$ cat config.mk
export PLATFORM = sky130hd
export DESIGN_NAME = rf_multiport
export DESIGN_NICKNAME = d
export VERILOG_FILES = /design/src/rtl/rf_pkg.sv /design/src/rtl/rf_clear_seq.sv /design/src/rtl/rf_multiport.sv
export SDC_FILE = /design/constraint.sdc
export NUM_CORES = 1
export LEC_CHECK = 0
export CAP_MARGIN = 30
export CORE_MARGIN = 2
export CORE_UTILIZATION = 60
export CTS_CLUSTER_SIZE = 12
export DETAILED_ROUTE_END_ITERATION = 7
export DONT_BUFFER_PORTS = 1
export GPL_ROUTABILITY_DRIVEN = 0
export PLACE_DENSITY = 0.86
export REMOVE_ABC_BUFFERS = 1
export SYNTH_ARGS = -nofsm -noshare
export SYNTH_HDL_FRONTEND = slang
export SYNTH_SLANG_ARGS = --single-unit
$ cat constraint.sdc
create_clock -name clk -period 3 [get_ports clk]
set_input_delay 0.45 -clock clk [delete_from_list [all_inputs] [get_ports clk]]
set_output_delay 0.45 -clock clk [all_outputs]
set_load 0.01 [all_outputs]
$ cat src/rtl/rf_pkg.sv
// Shared definitions for the register file, decode and writeback stages:
// default geometry and the clear-sequencer state encoding.
package rf_pkg;

  localparam int RF_DATA_W = 8;
  localparam int RF_DEPTH  = 8;

  typedef enum logic [0:0] {
    RF_IDLE  = 1'b0,
    RF_CLEAR = 1'b1
  } rf_state_e;

endpackage

$ cat src/rtl/rf_clear_seq.sv
// Clear sequencer: on a clr_req pulse it walks the index from 0 to DEPTH-1,
// one entry per cycle, and then returns to idle.
module rf_clear_seq
  import rf_pkg::*;
#(
  parameter int DEPTH  = RF_DEPTH,
  parameter int ADDR_W = $clog2(DEPTH)
) (
  input  logic              clk,
  input  logic              rst_n,
  input  logic              clr_req,
  output logic              clr_busy,
  output logic [ADDR_W-1:0] clr_idx,
  output logic              clr_we
);

  localparam logic [ADDR_W-1:0] LAST_IDX = ADDR_W'(DEPTH - 1);

  rf_state_e state;

  // The index wraps to 0 on its own after the last entry since DEPTH is a power of 2.
  always_ff @(posedge clk or negedge rst_n) begin
    if (!rst_n) begin
      state   <= RF_IDLE;
      clr_idx <= '0;
    end else begin
      case (state)
        RF_IDLE: begin
          if (clr_req) begin
            state   <= RF_CLEAR;
            clr_idx <= '0;
          end
        end
        RF_CLEAR: begin
          clr_idx <= clr_idx + 1'b1;
          if (clr_idx == LAST_IDX) state <= RF_IDLE;
        end
        default: state <= RF_IDLE;
      endcase
    end
  end

  assign clr_busy = (state == RF_CLEAR);
  assign clr_we   = (state == RF_CLEAR);

endmodule

$ cat src/rtl/rf_multiport.sv
// Dual-write register file with bypassed read ports, a raw debug read port,
// a load-use pending scoreboard and a sequenced clear.
module rf_multiport
  import rf_pkg::*;
#(
  parameter int DATA_W   = RF_DATA_W,
  parameter int DEPTH    = RF_DEPTH,
  parameter int ADDR_W   = $clog2(DEPTH),
  parameter int ZERO_REG = 1
) (
  input  logic              clk,
  input  logic              rst_n,
  input  logic              we0,
  input  logic [ADDR_W-1:0] waddr0,
  input  logic [DATA_W-1:0] wdata0,
  input  logic              we1,
  input  logic [ADDR_W-1:0] waddr1,
  input  logic [DATA_W-1:0] wdata1,
  input  logic [ADDR_W-1:0] raddr0,
  input  logic [ADDR_W-1:0] raddr1,
  output logic [DATA_W-1:0] rdata0,
  output logic [DATA_W-1:0] rdata1,
  input  logic [ADDR_W-1:0] dbg_addr,
  output logic [DATA_W-1:0] dbg_data,
  input  logic              sb_set,
  input  logic [ADDR_W-1:0] sb_addr,
  output logic              sb_busy0,
  output logic              sb_busy1,
  input  logic              clr_req,
  output logic              clr_busy
);

  localparam bit ZR = (ZERO_REG != 0);

  logic [DATA_W-1:0] mem [DEPTH];
  logic [DEPTH-1:0]  pend;
  logic [DEPTH-1:0]  pend_nxt;
  logic [ADDR_W-1:0] clr_idx;
  logic              clr_we;
  logic              wr0_eff;
  logic              wr1_eff;
  logic              sb_eff;

  rf_clear_seq #(
    .DEPTH  (DEPTH),
    .ADDR_W (ADDR_W)
  ) u_clear_seq (
    .clk      (clk),
    .rst_n    (rst_n),
    .clr_req  (clr_req),
    .clr_busy (clr_busy),
    .clr_idx  (clr_idx),
    .clr_we   (clr_we)
  );

  // Port 1 wins on read bypass to mirror its priority on the store.
  function automatic logic [DATA_W-1:0] rd_bypass(
    input logic [ADDR_W-1:0] ra,
    input logic [DATA_W-1:0] stored,
    input logic              w0_eff,
    input logic [ADDR_W-1:0] wa0,
    input logic [DATA_W-1:0] wd0,
    input logic              w1_eff,
    input logic [ADDR_W-1:0] wa1,
    input logic [DATA_W-1:0] wd1
  );
    logic [DATA_W-1:0] res;
    res = stored;
    if (w1_eff && (wa1 == ra))      res = wd1;
    else if (w0_eff && (wa0 == ra)) res = wd0;
    if (ZR && (ra == '0))           res = '0;
    return res;
  endfunction

  // Clearing blocks both write ports and scoreboard sets, which also
  // removes the read bypass while the sequence runs.
  assign wr0_eff = we0 && !clr_busy && !(ZR && (waddr0 == '0));
  assign wr1_eff = we1 && !clr_busy && !(ZR && (waddr1 == '0));
  assign sb_eff  = sb_set && !clr_busy && !(ZR && (sb_addr == '0));

  always_ff @(posedge clk or negedge rst_n) begin
    if (!rst_n) begin
      for (int i = 0; i < DEPTH; i++) mem[i] <= '0;
    end else if (clr_we) begin
      mem[clr_idx] <= '0;
    end else begin
      if (wr0_eff) mem[waddr0] <= wdata0;
      if (wr1_eff) mem[waddr1] <= wdata1;
    end
  end

  // Set is applied after the write clears so a same-cycle set wins.
  always_comb begin
    pend_nxt = pend;
    if (wr0_eff) pend_nxt[waddr0] = 1'b0;
    if (wr1_eff) pend_nxt[waddr1] = 1'b0;
    if (sb_eff)  pend_nxt[sb_addr] = 1'b1;
    if (clr_we)  pend_nxt[clr_idx] = 1'b0;
  end

  always_ff @(posedge clk or negedge rst_n) begin
    if (!rst_n) pend <= '0;
    else        pend <= pend_nxt;
  end

  always_comb begin
    rdata0 = rd_bypass(raddr0, mem[raddr0], wr0_eff, waddr0, wdata0,
                       wr1_eff, waddr1, wdata1);
    rdata1 = rd_bypass(raddr1, mem[raddr1], wr0_eff, waddr0, wdata0,
                       wr1_eff, waddr1, wdata1);
  end

  assign dbg_data = mem[dbg_addr];

  // A write landing this cycle resolves the hazard through the bypass.
  assign sb_busy0 = pend[raddr0] && !(wr0_eff && (waddr0 == raddr0))
                                 && !(wr1_eff && (waddr1 == raddr0));
  assign sb_busy1 = pend[raddr1] && !(wr0_eff && (waddr0 == raddr1))
                                 && !(wr1_eff && (waddr1 == raddr1));

endmodule
* Word-level counts from Yosys, hierarchy flattened
Cells that the tools add are included.
Storage, ports and cells: flip-flop bits (word level) 76, bits in latches 0, bits in writable memories 0, memory bits (read-only) 0, output and inout bits 27, word-level logic and storage cells 135, memories 0
Operators by class: $add $sub $neg 1, $mul 0, div/mod/pow operators 0, magnitude comparators 19, equality and inequality tests 6, shift-type cells 0, muxes and demuxes 48, bitwise gates (word level) 16, reductions and logical operators 34
Operators with widths (number):
- 64-bit 2-to-1 mux | 4
- 8-bit 2-to-1 mux | 19
- 64-bit bitwise mux | 2
- 8-bit binary-select mux with 3-bit select | 3
- 8-bit demux with 3-bit select | 3
- 64-bit bitwise AND | 1
- 64-bit inverter | 1
- 8-bit bitwise AND | 3
- 4-bit >= comparator (second input constant) | 6
- 3-bit by 4-bit < comparator with 1-bit output (second input constant) | 6
- 3-bit inverter with 4-bit output | 6
- 8-bit inverter | 3
- 1-bit logical AND | 21
- 3-bit logical NOT | 5
- 1-bit demux with 3-bit select | 4
- 3-bit == test | 4
- 3-bit by 1-bit >= comparator with 1-bit output (second input constant) | 4
- 4-bit by 1-bit < comparator with 1-bit output (second input constant) | 3
- 1-bit logical NOT | 8
- 1-bit 2-to-1 mux | 8
- 8-bit OR | 1
- 1-bit binary-select mux with 3-bit select | 2
- 3-bit one-hot mux with 2 select lines | 1
- 3-bit by 1-bit adder with 3-bit output (second input constant) | 1
- other kinds (5) | 5

* Depth between registers and ports, before layout
word-level depth 13, gate-level depth with buffers 7, gate-level depth less buffers 4

* Hierarchy
Synthesis repeated with hierarchy kept, for this count alone.
Unflattened totals: cell total of the unflattened synthesis 607, area total of the unflattened synthesis 6373.6 um2
By module, submodules not included:
- rf_multiport | instances 1, cells an instance 593, area each 6187.2 um2
- rf_clear_seq | instances 1, cells an instance 14, area each 186.4 um2

* Least setup slack after synthesis
No wires, ideal clock.
kind input to output, start input port dbg_addr[0], end output port dbg_data[0], data arrival time 1774 ps, data required time 2550 ps, slack 776 ps, stages on the path 4, path buffers 2, cells stage by stage buf_2 -> buf_2 -> mux4_2 -> mux2_2
Between the ends: word-level cells in the longest chain between the ends 4
Ends and longest elaborated chain:
- start, declared | RTL line rf_multiport.sv:23 | input logic [ADDR_W-1:0] dbg_addr,
- 3-bit inverter with 4-bit output (not written as such) | RTL line rf_multiport.sv:113 | assign dbg_data = mem[dbg_addr];
- 8-bit binary-select mux with 3-bit select | RTL line rf_multiport.sv:113
- 8-bit 2-to-1 mux (not written as such) (2 in a row) | RTL line rf_multiport.sv:113
- end, declared | RTL line rf_multiport.sv:24 | output logic [DATA_W-1:0] dbg_data,
Every way passes these cells. The select of a mux whose other input is x is not followed.

* Final worst setup path
start register u_clear_seq.state (netlist: u_clear_seq.clr_busy), end output port rdata1[4]
Between the ends: word-level cells in the longest chain between the ends 7, elaborated cells between the ends (all ways) 10, classes of those cells mux (3); reduce/logical (7)
Ends and longest elaborated chain:
- start, declared | RTL line rf_clear_seq.sv:19 | rf_state_e state;
- start signal, assigned | RTL line rf_clear_seq.sv:24 | state <= RF_IDLE;
- start signal, assigned | RTL line rf_clear_seq.sv:30 | state <= RF_CLEAR;
- start signal, assigned | RTL line rf_clear_seq.sv:36 | if (clr_idx == LAST_IDX) state <= RF_IDLE;
- 1-bit logical NOT (*) | RTL line rf_multiport.sv:77, rf_multiport.sv:78
- 1-bit logical AND (2 in a row) | RTL line rf_multiport.sv:77 | assign wr0_eff = we0 && !clr_busy && !(ZR && (waddr0 == '0));
- 1-bit logical AND | RTL line rf_multiport.sv:70 | else if (w0_eff && (wa0 == ra)) res = wd0;
- 8-bit 2-to-1 mux | RTL line rf_multiport.sv:70
- 8-bit 2-to-1 mux (*) | RTL line rf_multiport.sv:69 | if (w1_eff && (wa1 == ra)) res = wd1;
- 8-bit 2-to-1 mux (*) | RTL line rf_multiport.sv:71 | if (ZR && (ra == '0)) res = '0;
- end, declared | RTL line rf_multiport.sv:22 | output logic [DATA_W-1:0] rdata1,
Mark *: on every way between the ends. The rest lies on a longest branch, timed or not.

==> reports/results.ini <==
[critical_path]
path_buf_inv=0
cp_cell_sequence=nand2b_1 > or2_1 > o32a_1 > a21oi_1
required_ns=2.55
cp.arrival_ns=2.37
start_kind=register
crit_fanout=26
reg2reg_from=u_clear_seq.clr_busy
crit_family=simple AND/OR/NAND/NOR gates
worstSetupStartpoint=u_clear_seq.clr_busy
setup.worst_path.class=reg2out
cp-end-kind=output pin
worst_path_largest_cell_delay_ns=0.59
cp_slowest_cell=or2_1

[synthesis]
synthArstFlopShare_pct=100
synth_flop_cell=dfrtp_1
synth_xor_area_share_pct=1.59
yosys.area_share.simple_pct=18.0
syn_inst=707
muxShareOfSynthArea_pct=22.1
yosysSeqAreaShare_pct=28.8
synth-compound-area-share_pct=23.1
synthAdderAreaFrac_pct=0.378
synth_edf_count=0
ys_types=45
syn_avg_cell_area_sq_um=9.35
yosys_warnings=0
ys_seq_elements=76
synth_area_sq_um=6610
synth_top_family_by_area=compound AO/OA/AOI/OAI gates

[route]
maxUsedRoutingLayer=met4
num_vias=6468
met1_length_um=7570
wl_met3_um=3460
ant_nets=0
route.detailed.drc=0
routed_wirelength_um=22100
met2WireLength_um=9800
wl_per_cell_um=27.7
drt_first_iter_violations=1089
firstDrtPassIters=8
via_per_inst=8.13

[sta]
skew_ns=0.00921
fin_crit_ns=2.82
final.setup.tns_ns=0
finalSetupViolations=0
max_freq_mhz=355
worstMarginPinSlew_ns=1.09
fin_crit_sh_pct=94.0
slew_headroom_pct=26.9
rsz0062_at_grt=false
hold_viol=0
maxSlewViolCount=0

[floorplanning]
coreArea_sq_um=10800
fp-row-count=38
chipWidth_um=109
dieArea_sq_um=11900
initial_core_util_pct=61.3
die_y_um=109
ios=67

[clock_tree]
ctsHoldBuffers=2
clock_sinks=76
cts_made_buffers=9
cts.path.max_buffers=2
cts_resized=0
clk_pin_slew_ns=0.08
root_buffer=clkbuf_8
tritoncts=done
post_cts_buffers=0
cts_max_level=3
worstSkewPairLatency_ns=0.37

[power_and_ir_drop]
ir_worst_vdd_v=0.000325
p_per_area_nw_per_um2=700
p_leak_nw=2.73

[placement]
dp_hpwl_um=15700
io_buffers=0
dpl.cell_count=778

[grt]
grt_pass1_vias=6324
grt_pass1_wl_um=34200
grt-ovfl-total=0
grt_max_degree=77
antenna_found_initial=0
gr-usage-all-layers_pct=38.1

[final_layout]
area_growth_syn_to_layout_pct=1.84
drive_gt1_share_pct=16.6
fin_cells=796
design.final.nets=693

[outcome]
outcome=completed

[worst_hold_path]
min_path_type=in2reg
worstHoldStart=clr_req

[flow_run]
max_cap_viol_count=0

==> placed cells by master (no fill, tap or decap), types with 5 or more instances in the layout <==
| master | synthesis | routed |
|---|---|---|
| a21oi_1 | 22 | 22 |
| o31ai_1 | 74 | 74 |
| xnor2_1 | 9 | 9 |
| nor2_1 | 63 | 63 |
| a32oi_1 | 6 | 6 |
| dfrtp_1 | 76 | 75 |
| nand3_1 | 7 | 7 |
| buf_4 | 1 | 7 |
| inv_1 | 12 | 12 |
| clkbuf_8 | 0 | 9 |
| nor3_1 | 9 | 9 |
| a31oi_1 | 5 | 5 |
| and3_1 | 53 | 53 |
| a22oi_1 | 8 | 8 |
| nor2b_1 | 16 | 16 |
| nand2_2 | 6 | 6 |
| nand2_1 | 65 | 65 |
| o311a_1 | 9 | 9 |
| o21ai_0 | 25 | 25 |
| a211oi_1 | 48 | 48 |
| o32a_1 | 8 | 8 |
| mux2_2 | 24 | 24 |
| mux4_2 | 52 | 52 |
==> cells in the mapped netlist, drive strengths merged (2+ instances only) <==
cell type / number / area (sq um)
nor2: 63 / 236
xor2: 3 / 26.3
o31ai: 74 / 556
nor2b: 16 / 100
mux2: 24 / 270
a31oi: 5 / 31.3
xnor2: 9 / 78.8
o311a: 9 / 90.1
ha: 2 / 25.0
or3: 4 / 25.0
buf: 52 / 265
nor3b: 2 / 20.0
and2: 3 / 18.8
o22ai: 2 / 12.5
a22oi: 8 / 60.1
a32oi: 6 / 52.6
a211oi: 48 / 360
o21ai: 25 / 125
o32a: 8 / 80.1
mux4: 52 / 1170
mux2i: 2 / 20.0
dfrtp: 76 / 1900
nand3: 7 / 35.0
clkbuf: 24 / 91.3
a21oi: 24 / 128
and3b: 4 / 35.0
nand2: 71 / 282
nor3: 12 / 75.1
and3: 53 / 332
inv: 12 / 45.0
==> power breakdown <==
group / total, mW / internal, mW / switching (mW)
Combinational: 2.01 / 0.836 / 1.17
Clock: 0.867 / 0.467 / 0.400
Sequential: 1.84 / 1.32 / 0.513
Total: 4.71 / 2.63 / 2.09
==> worst reg2reg max path, cell delays in order (launching register included) <==
cell and delay [ns]:
dfrtp_2 0.41, buf_4 0.24, nand4bb_1 0.64, o311a_1 0.52
o31ai_1 0.26
==> logic make-up after synthesis <==
group,after synthesis
XOR/XNOR,12
multiplexers,78
AND/OR/NAND/NOR,239
AO/OA/AOI/OAI,212
buffers and inverters,88
flip-flops,76
adder cells (fa/ha/maj),2
==> state kept, by name, indices dropped and copies added (netlist names) <==
signal	count
u_clear_seq.clr_busy	1
pend	8
u_clear_seq.clr_idx	3
mem	64
==> area by class of cell <==
cell class              instances  area (sq um)
multi-input cells             543          4320
clock buffers                  13           139
flip-flops and latches         76          1900
repair buffers                  9          90.1
fillers                       805          4060
clock inverters                 2          60.1
diodes                          1          2.50
inverters                      12          45.0
well taps                     140           175
==> metrics by stage <==
step / power, mW / utilization, % / hold slack, ns / cell area, sq um / worst slack [ns]
2_1_floorplan: 3.06 / - / 0.154 / 6260 / -0.237
3_3_place_gp: 3.57 / 60.2 / 0.157 / 6490 / 0.703
3_5_place_dp: 3.72 / 60.2 / 0.157 / 6490 / 0.606
4_1_cts: 4.58 / 62.4 / 0.156 / 6730 / 0.219
5_1_grt: 4.90 / 62.4 / 0.155 / 6730 / 0.0734
6_report: 4.71 / 62.4 / 0.149 / 6730 / 0.180
==> routing by layer <==
metal / up-vias / track usage (%)
met1: 3066 / 49.2
li1: 2615 / -
met3: 136 / 12.4
met5: - / 0
met4: 0 / 19.8
met2: 651 / 57.5
==> worst paths after layout <==
path | slack [ns] | end | cells past startpoint
setup / recovery | 0.18 | rdata1[4] | 4
hold / removal | 0.15 | u_clear_seq.clr_idx[1] | 1
setup reg to reg | 0.82 | mem[49] | 4
hold reg to reg | 0.54 | pend[0] | 1
max in group asynchronous | 2.00 | u_clear_seq.clr_busy | 2
min in group asynchronous | 0.61 | mem[14] | 2
Note: power is estimated with default switching activity, not from simulation.
